### src/rtl/ex_muldiv.sv
// ex_muldiv: iterative radix-2 multiply/divide unit that runs beside the execute-stage ALU.
// Define MULDIV_ACC_EN for MADD/MADDU/MSUB/MSUBU; otherwise op_i[2]=1 passes {hi_i,lo_i} straight through.
module ex_muldiv #(
    parameter int DATA_W = 32,
    parameter int CNT_W  = 6
) (
    input  logic                  clk,
    input  logic                  rst,
    input  logic                  start_i,
    input  logic                  annul_i,
    input  logic [2:0]            op_i,
    input  logic [DATA_W-1:0]     opdata1_i,
    input  logic [DATA_W-1:0]     opdata2_i,
    input  logic [DATA_W-1:0]     hi_i,
    input  logic [DATA_W-1:0]     lo_i,
    output logic [2*DATA_W-1:0]   result_o,
    output logic                  ready_o,
    output logic                  stallreq_o,
    output logic                  div_zero_o
);
    localparam int RES_W = 2 * DATA_W;

    typedef enum logic [1:0] {IDLE, RUN, FIX, DONE} state_t;

    state_t              state_q, state_d;
    logic                op_div_q, op_div_d;
    logic [DATA_W-1:0]   a_q, a_d;
    logic [DATA_W-1:0]   b_q, b_d;
    logic [RES_W-1:0]    acc_q, acc_d;
    logic [RES_W-1:0]    result_q, result_d;
    logic [CNT_W-1:0]    cnt_q, cnt_d;
    logic                neg_res_q, neg_res_d;
    logic                neg_rem_q, neg_rem_d;
    logic                ready_q, ready_d;
    logic                div_zero_q, div_zero_d;
`ifdef MULDIV_ACC_EN
    logic [RES_W-1:0]    hilo_q, hilo_d;
    logic                mac_q, mac_d;
    logic                msub_q, msub_d;
`endif

    logic                op_signed, a_neg, b_neg, op_is_div;
    logic [DATA_W-1:0]   a_abs, b_abs;
    logic [DATA_W:0]     mul_sum, div_shift, div_diff;
    logic [RES_W-1:0]    prod_fix, fix_res;
    logic [DATA_W-1:0]   quot_fix, rem_fix;

    // Operand conditioning: signed ops work on magnitudes; -2^(W-1) negates to its own unsigned magnitude.
    always_comb begin
        op_signed = ~op_i[0];
        op_is_div = (op_i[2:1] == 2'b01);
        a_neg     = op_signed & opdata1_i[DATA_W-1];
        b_neg     = op_signed & opdata2_i[DATA_W-1];
        a_abs     = a_neg ? -opdata1_i : opdata1_i;
        b_abs     = b_neg ? -opdata2_i : opdata2_i;
    end

    // acc_q holds {partial product, multiplier} or {remainder, dividend/quotient}.
    always_comb begin
        mul_sum   = {1'b0, acc_q[RES_W-1:DATA_W]} + (acc_q[0] ? {1'b0, a_q} : {(DATA_W+1){1'b0}});
        div_shift = acc_q[RES_W-1:DATA_W-1];
        div_diff  = div_shift - {1'b0, b_q};
        prod_fix  = neg_res_q ? -acc_q : acc_q;
        quot_fix  = neg_res_q ? -acc_q[DATA_W-1:0] : acc_q[DATA_W-1:0];
        rem_fix   = neg_rem_q ? -acc_q[RES_W-1:DATA_W] : acc_q[RES_W-1:DATA_W];
        fix_res   = prod_fix;
        if (op_div_q) begin
            fix_res = {rem_fix, quot_fix};
        end
`ifdef MULDIV_ACC_EN
        else if (mac_q) begin
            fix_res = msub_q ? (hilo_q - prod_fix) : (hilo_q + prod_fix);
        end
`endif
    end

    always_comb begin
        state_d    = state_q;
        op_div_d   = op_div_q;
        a_d        = a_q;
        b_d        = b_q;
        acc_d      = acc_q;
        result_d   = result_q;
        cnt_d      = cnt_q;
        neg_res_d  = neg_res_q;
        neg_rem_d  = neg_rem_q;
        ready_d    = ready_q;
        div_zero_d = div_zero_q;
`ifdef MULDIV_ACC_EN
        hilo_d     = hilo_q;
        mac_d      = mac_q;
        msub_d     = msub_q;
`endif
        case (state_q)
            IDLE: begin
                if (start_i && !annul_i) begin
                    op_div_d   = op_is_div;
                    a_d        = op_is_div ? a_abs : a_abs;
                    b_d        = b_abs;
                    acc_d      = {{DATA_W{1'b0}}, (op_is_div ? a_abs : b_abs)};
                    neg_res_d  = a_neg ^ b_neg;
                    neg_rem_d  = a_neg;
                    cnt_d      = '0;
                    div_zero_d = 1'b0;
                    state_d    = RUN;
                    if (op_i[2]) begin
`ifdef MULDIV_ACC_EN
                        hilo_d = {hi_i, lo_i};
                        mac_d  = 1'b1;
                        msub_d = op_i[1];
`else
                        result_d = {hi_i, lo_i};
                        ready_d  = 1'b1;
                        state_d  = DONE;
`endif
                    end else begin
`ifdef MULDIV_ACC_EN
                        mac_d  = 1'b0;
                        msub_d = 1'b0;
`endif
                        if (op_is_div && (opdata2_i == '0)) begin
                            result_d   = {opdata1_i, {DATA_W{1'b1}}};
                            div_zero_d = 1'b1;
                            ready_d    = 1'b1;
                            state_d    = DONE;
                        end
                    end
                end
            end
            RUN: begin
                if (op_div_q) begin
                    acc_d = div_diff[DATA_W] ? {div_shift[DATA_W-1:0], acc_q[DATA_W-2:0], 1'b0}
                                             : {div_diff[DATA_W-1:0], acc_q[DATA_W-2:0], 1'b1};
                end else begin
                    acc_d = {mul_sum, acc_q[DATA_W-1:1]};
                end
                if (cnt_q == CNT_W'(DATA_W - 1)) begin
                    state_d = FIX;
                end else begin
                    cnt_d = cnt_q + CNT_W'(1);
                end
            end
            FIX: begin
                result_d = fix_res;
                ready_d  = 1'b1;
                state_d  = DONE;
            end
            DONE: begin
                // Holding start_i parks the unit here so a level start cannot relaunch.
                if (!start_i) begin
                    ready_d    = 1'b0;
                    div_zero_d = 1'b0;
                    state_d    = IDLE;
                end
            end
            default: state_d = IDLE;
        endcase
        if (annul_i) begin
            state_d    = IDLE;
            ready_d    = 1'b0;
            div_zero_d = 1'b0;
        end
    end

    always_ff @(posedge clk or posedge rst) begin
        if (rst) begin
            state_q    <= IDLE;
            op_div_q   <= 1'b0;
            a_q        <= '0;
            b_q        <= '0;
            acc_q      <= '0;
            result_q   <= '0;
            cnt_q      <= '0;
            neg_res_q  <= 1'b0;
            neg_rem_q  <= 1'b0;
            ready_q    <= 1'b0;
            div_zero_q <= 1'b0;
`ifdef MULDIV_ACC_EN
            hilo_q     <= '0;
            mac_q      <= 1'b0;
            msub_q     <= 1'b0;
`endif
        end else begin
            state_q    <= state_d;
            op_div_q   <= op_div_d;
            a_q        <= a_d;
            b_q        <= b_d;
            acc_q      <= acc_d;
            result_q   <= result_d;
            cnt_q      <= cnt_d;
            neg_res_q  <= neg_res_d;
            neg_rem_q  <= neg_rem_d;
            ready_q    <= ready_d;
            div_zero_q <= div_zero_d;
`ifdef MULDIV_ACC_EN
            hilo_q     <= hilo_d;
            mac_q      <= mac_d;
            msub_q     <= msub_d;
`endif
        end
    end

    assign result_o   = result_q;
    assign ready_o    = ready_q;
    assign div_zero_o = div_zero_q;
    assign stallreq_o = ~annul_i & (((state_q == IDLE) & start_i) | (state_q == RUN) | (state_q == FIX));

endmodule

### config.mk
export PLATFORM = sky130hd
export DESIGN_NAME = ex_muldiv
export DESIGN_NICKNAME = d
export VERILOG_FILES = /design/src/rtl/ex_muldiv.sv
export SDC_FILE = /design/constraint.sdc
export NUM_CORES = 1
export LEC_CHECK = 0
export CAP_MARGIN = 40
export CORE_MARGIN = 4
export CORE_UTILIZATION = 25
export DETAILED_ROUTE_END_ITERATION = 12
export PLACE_DENSITY_LB_ADDON = 0.15
export RECOVER_POWER = 100
export SYNTH_ARGS = -nofsm -noshare
export SYNTH_HDL_FRONTEND = slang
export SYNTH_SLANG_ARGS = --single-unit
### constraint.sdc
create_clock -name clk -period 6.2 [get_ports clk]
set_input_delay 0.62 -clock clk [delete_from_list [all_inputs] [get_ports clk]]
set_output_delay 0.62 -clock clk [all_outputs]
set_load 0.01 [all_outputs]
==> metrics.md <==
| Metric | Value |
|---|---|
| DRT Pass-1 Iters | `5` |
| Sw Share | `between 40% and 50%` |
| Bufs on Longest Clock Path | `3` |
| Cell Int Power | `5.041 mW` |
| Type of the tightest min-delay check | `reg2reg` |
| Via density | `5.103` |
| Register area share after synthesis | `approximately a third` |
| CP max-delay cell | `clkbuf_1` |
| Final Wtd Congestion | `slightly above 0.9` |
| Failing checks | `max-capacitance violations, max-slew violations` |
| Crit-path cells | `inv_1 > ha_1 > nand2_1 > or2_0 > clkbuf_1 > o21ai_0 > clkbuf_1 > o21ai_0 > o32a_1` |
| H-tree levels | `1` |
| Largest stage delay on the critical path | `around 1.4 ns` |
| N_diodes | `0` |
| RSZ-0062 raised after global routing | `false` |
| Clock Latency Late Sink | `0.58 ns` |
| Die area | `68610 sq um` |
| Port Buf Inserts | `201` |
| Peak supply drop | `0.2444 mV` |
| Cells on worst reg2reg path | `9` |
| Post-route DRC | `0` |
| Syn avg cell area | `approximately 8 sq um` |
| Most numerous cell in the Yosys netlist | `nand2_1` |
| Worst-path clk slew | `roughly 0.06 ns` |
| Combinational share of power | `between 50% and 60%` |
| # clock sinks | `205` |
| # resized after CTS | `0` |
| YS warnings | `0` |
| Fmax | `around 220 MHz` |
| Crit path launch type | `flip-flop` |
| R2r setup slk | `approximately 1.7 ns` |
| Crit Path Max Fanout | `between 40 and 50` |
| Clk_skew | `about 0.017 ns` |
| Ranking of synthesized cells by area | `dfrtp_1 32%, o21ai_0 7.3%, nand2_1 7.0%` |
| Req. time, crit path | `6.66 ns` |
| Area of the multi-input gates | `about 10000 sq um` |
| Worst Tran Pin Value | `about 3.6 ns` |
| FF+latch count, synth | `about 200` |
| Fin crit share | `between 70% and 80%` |
| GRT Overall Usage | `19.01%` |
| Sequential cell area | `slightly above 5000 sq um` |
| Drt wl/cell | `~22 um` |
| WHS Path Cells | `2` |
| Fin nets | `about 2400` |
| Unique cell type count in the Yosys netlist | `70` |
| Clock share of power | `between 10% and 20%` |
| Fillcell total | `6770` |
| Total chip power | `9.574 mW` |
| Rel. slew slack | `-141.2%` |
| Min Clock Period, post-route | `4.515 ns` |
| Hold buffers post-CTS | `0` |
| Sequential Power Share | `a little over a quarter` |
| IO Count | `202` |
| DRT iter0 DRCs | `between 1000 and 1500` |
| Inserted Clock Buffers | `27` |
| Net Sw Power | `about 4.5 mW` |
| PwrDens | `~480 nW/um^2` |
| Yosys top cell area share | `31.82%` |
| Global route overflow | `0` |
| Cell Area, Synth | `~16000 sq um` |
| CP endpoint kind | `flip-flop` |
| Via count | `around 16000` |
| Largest net degree at the start of global routing | `roughly 130` |
| Final ANT Viol Nets | `0` |
| Final Hold Fails | `0` |
| Top FF cell, synth | `dfrtp_1` |
| Clock tree from TritonCTS | `yes` |
| EDFF count, synth | `0` |
| Die Wd | `roughly 260 um` |
| Max-cap viol count | `4` |
| TNS Setup | `0 ns` |
| Status | `complete, but fails checks` |
| Die H | `around 260 um` |
| Setup violators final | `0` |
| Synth area leader | `dfrtp_1` |
| Core Region | `about 63000 sq um` |
| Slew Limit Fails | `around 260` |
| Lkg Pwr | `8.400 nW` |
| Mapped Cells | `approximately 2000` |
| CP Class | `reg2reg` |
| Commonest cells in the netlist | `299 x nand2_1, 234 x o21ai_0, 205 x dfrtp_1` |
| Post-CTS Setup Bufs | `0` |
| Net Count, Synth | `approximately 2200` |
| Root buffer cell | `clkbuf_16` |
| CP arrival | `approximately 5 ns` |
| Starting Density | `around a quarter` |
| Async SR Flop Fraction | `100.0%` |
| Share of cells above drive strength 1 | `4.453%` |
| Initial antenna violation count | `3` |
| Area grow syn2layout | `23.51%` |
| Vias in the first global route | `15250` |
| First-pass GRT wire length | `between 90 and 100 mm` |
| Fin util | `a little under a third` |
| DPL Wire Length | `about 53 mm` |
| Site row count | `a little over 90` |
| Final wirelength | `about 67 mm` |
## power by group through the flow
stage	Clock (mW)	Combinational [mW]	Sequential (mW)
after detailed placement	0	5.52	2.58
after global routing	1.72	6.03	2.62
after global placement	0	5.44	2.58
final	1.62	5.42	2.53
after floorplan	0	3.65	2.40
after CTS	1.67	5.55	2.56
## cell families (layout without fill, tap and decap cells)
logic type	after synthesis	after routing	synth area share (%)
AND/OR/NAND/NOR	706	706	20.49
AO/OA/AOI/OAI	625	625	23.27
flip-flops	205	205	31.82
buffers and inverters	180	343	4.362
XOR/XNOR	171	171	9.291
multiplexers	76	76	4.851
adder cells (fa/ha/maj)	75	75	5.914
## routing by layer
layer | track usage [%] | part of all wire (%) | vias up
li1 | - | - | 7564
met3 | 2.322 | 4.1 | 66
met2 | 31.70 | 48 | 332
met1 | 26.49 | 46 | 7585
met4 | 4.204 | 2.3 | 2
met5 | 0 | 0.019 | -
## final cells by class
cell class / count / area share (%)
inverters: 61 / 1.156
well taps: 846 / 5.316
flip-flops and latches: 205 / 25.77
clock inverters: 3 / 0.2765
repair buffers: 234 / 11.70
clock buffers: 45 / 4.236
multi-input cells: 1653 / 51.54
## worst paths after layout
| check | from | end |
|---|---|---|
| hold / removal | a_q[21] | a_q[21] |
| min in group asynchronous | rst | result_o[44] |
| setup / recovery | state_q[1] | acc_q[21] |
| setup reg to reg | state_q[1] | acc_q[21] |
| hold reg to reg | a_q[21] | a_q[21] |
| max in group asynchronous | rst | op_div_q |
## layout by cell type (no fill, tap or decap), types with 10 or more instances in the layout
cell type and n:
or3_1 15, o31ai_1 29, a211oi_1 14, mux2_2 13, clkbuf_1 12, ha_1 72
a221o_1 18, nor3_1 35, a31oi_1 26, dlygate4sd3_1 71, xor2_1 95, o21ai_0 261
nor4_1 21, nand2_1 300, nand2b_1 29, o21a_1 11, clkbuf_16 27, dfrtp_1 204
inv_1 60, o41ai_1 15, o22ai_1 23, clkbuf_8 10, mux2i_1 62, nor2b_1 14
xnor2_1 76, buf_4 22, nand3_1 32, clkdlybuf4s50_1 129, o211ai_1 12, or4_1 12
nor2_1 159, a21oi_1 135, and2_1 40, a21o_1 23
## per-stage QoR
step	std cells	instance area, sq um	hold slack (ns)	worst slack [ns]
floorplan	2038	16120	0.4418	2.922
global placement	2994	18980	0.4574	1.819
detailed placement	2998	19090	0.4629	1.763
CTS	3046	19990	0.4759	2.205
global route	3047	19910	0.4872	1.154
finish	3047	19910	0.4717	1.685
## critical path: cells and delay by family, from the launching register on
kind,cells,cell delay [ns]
flops,1,0.42
fa+ha+maj,1,0.39
simple gates,2,0.93
compound gates,3,0.82
buf+inv,3,1.84
## state kept, by name (all words and copies together) (netlist names)
signal	cells
a_q	32
ready_o	1
acc_q	64
op_div_q	1
cnt_q	6
b_q	32
div_zero_o	1
state_q	2
result_o	64
neg_res_q	1
neg_rem_q	1
Note: power is estimated with default switching activity, not from simulation.
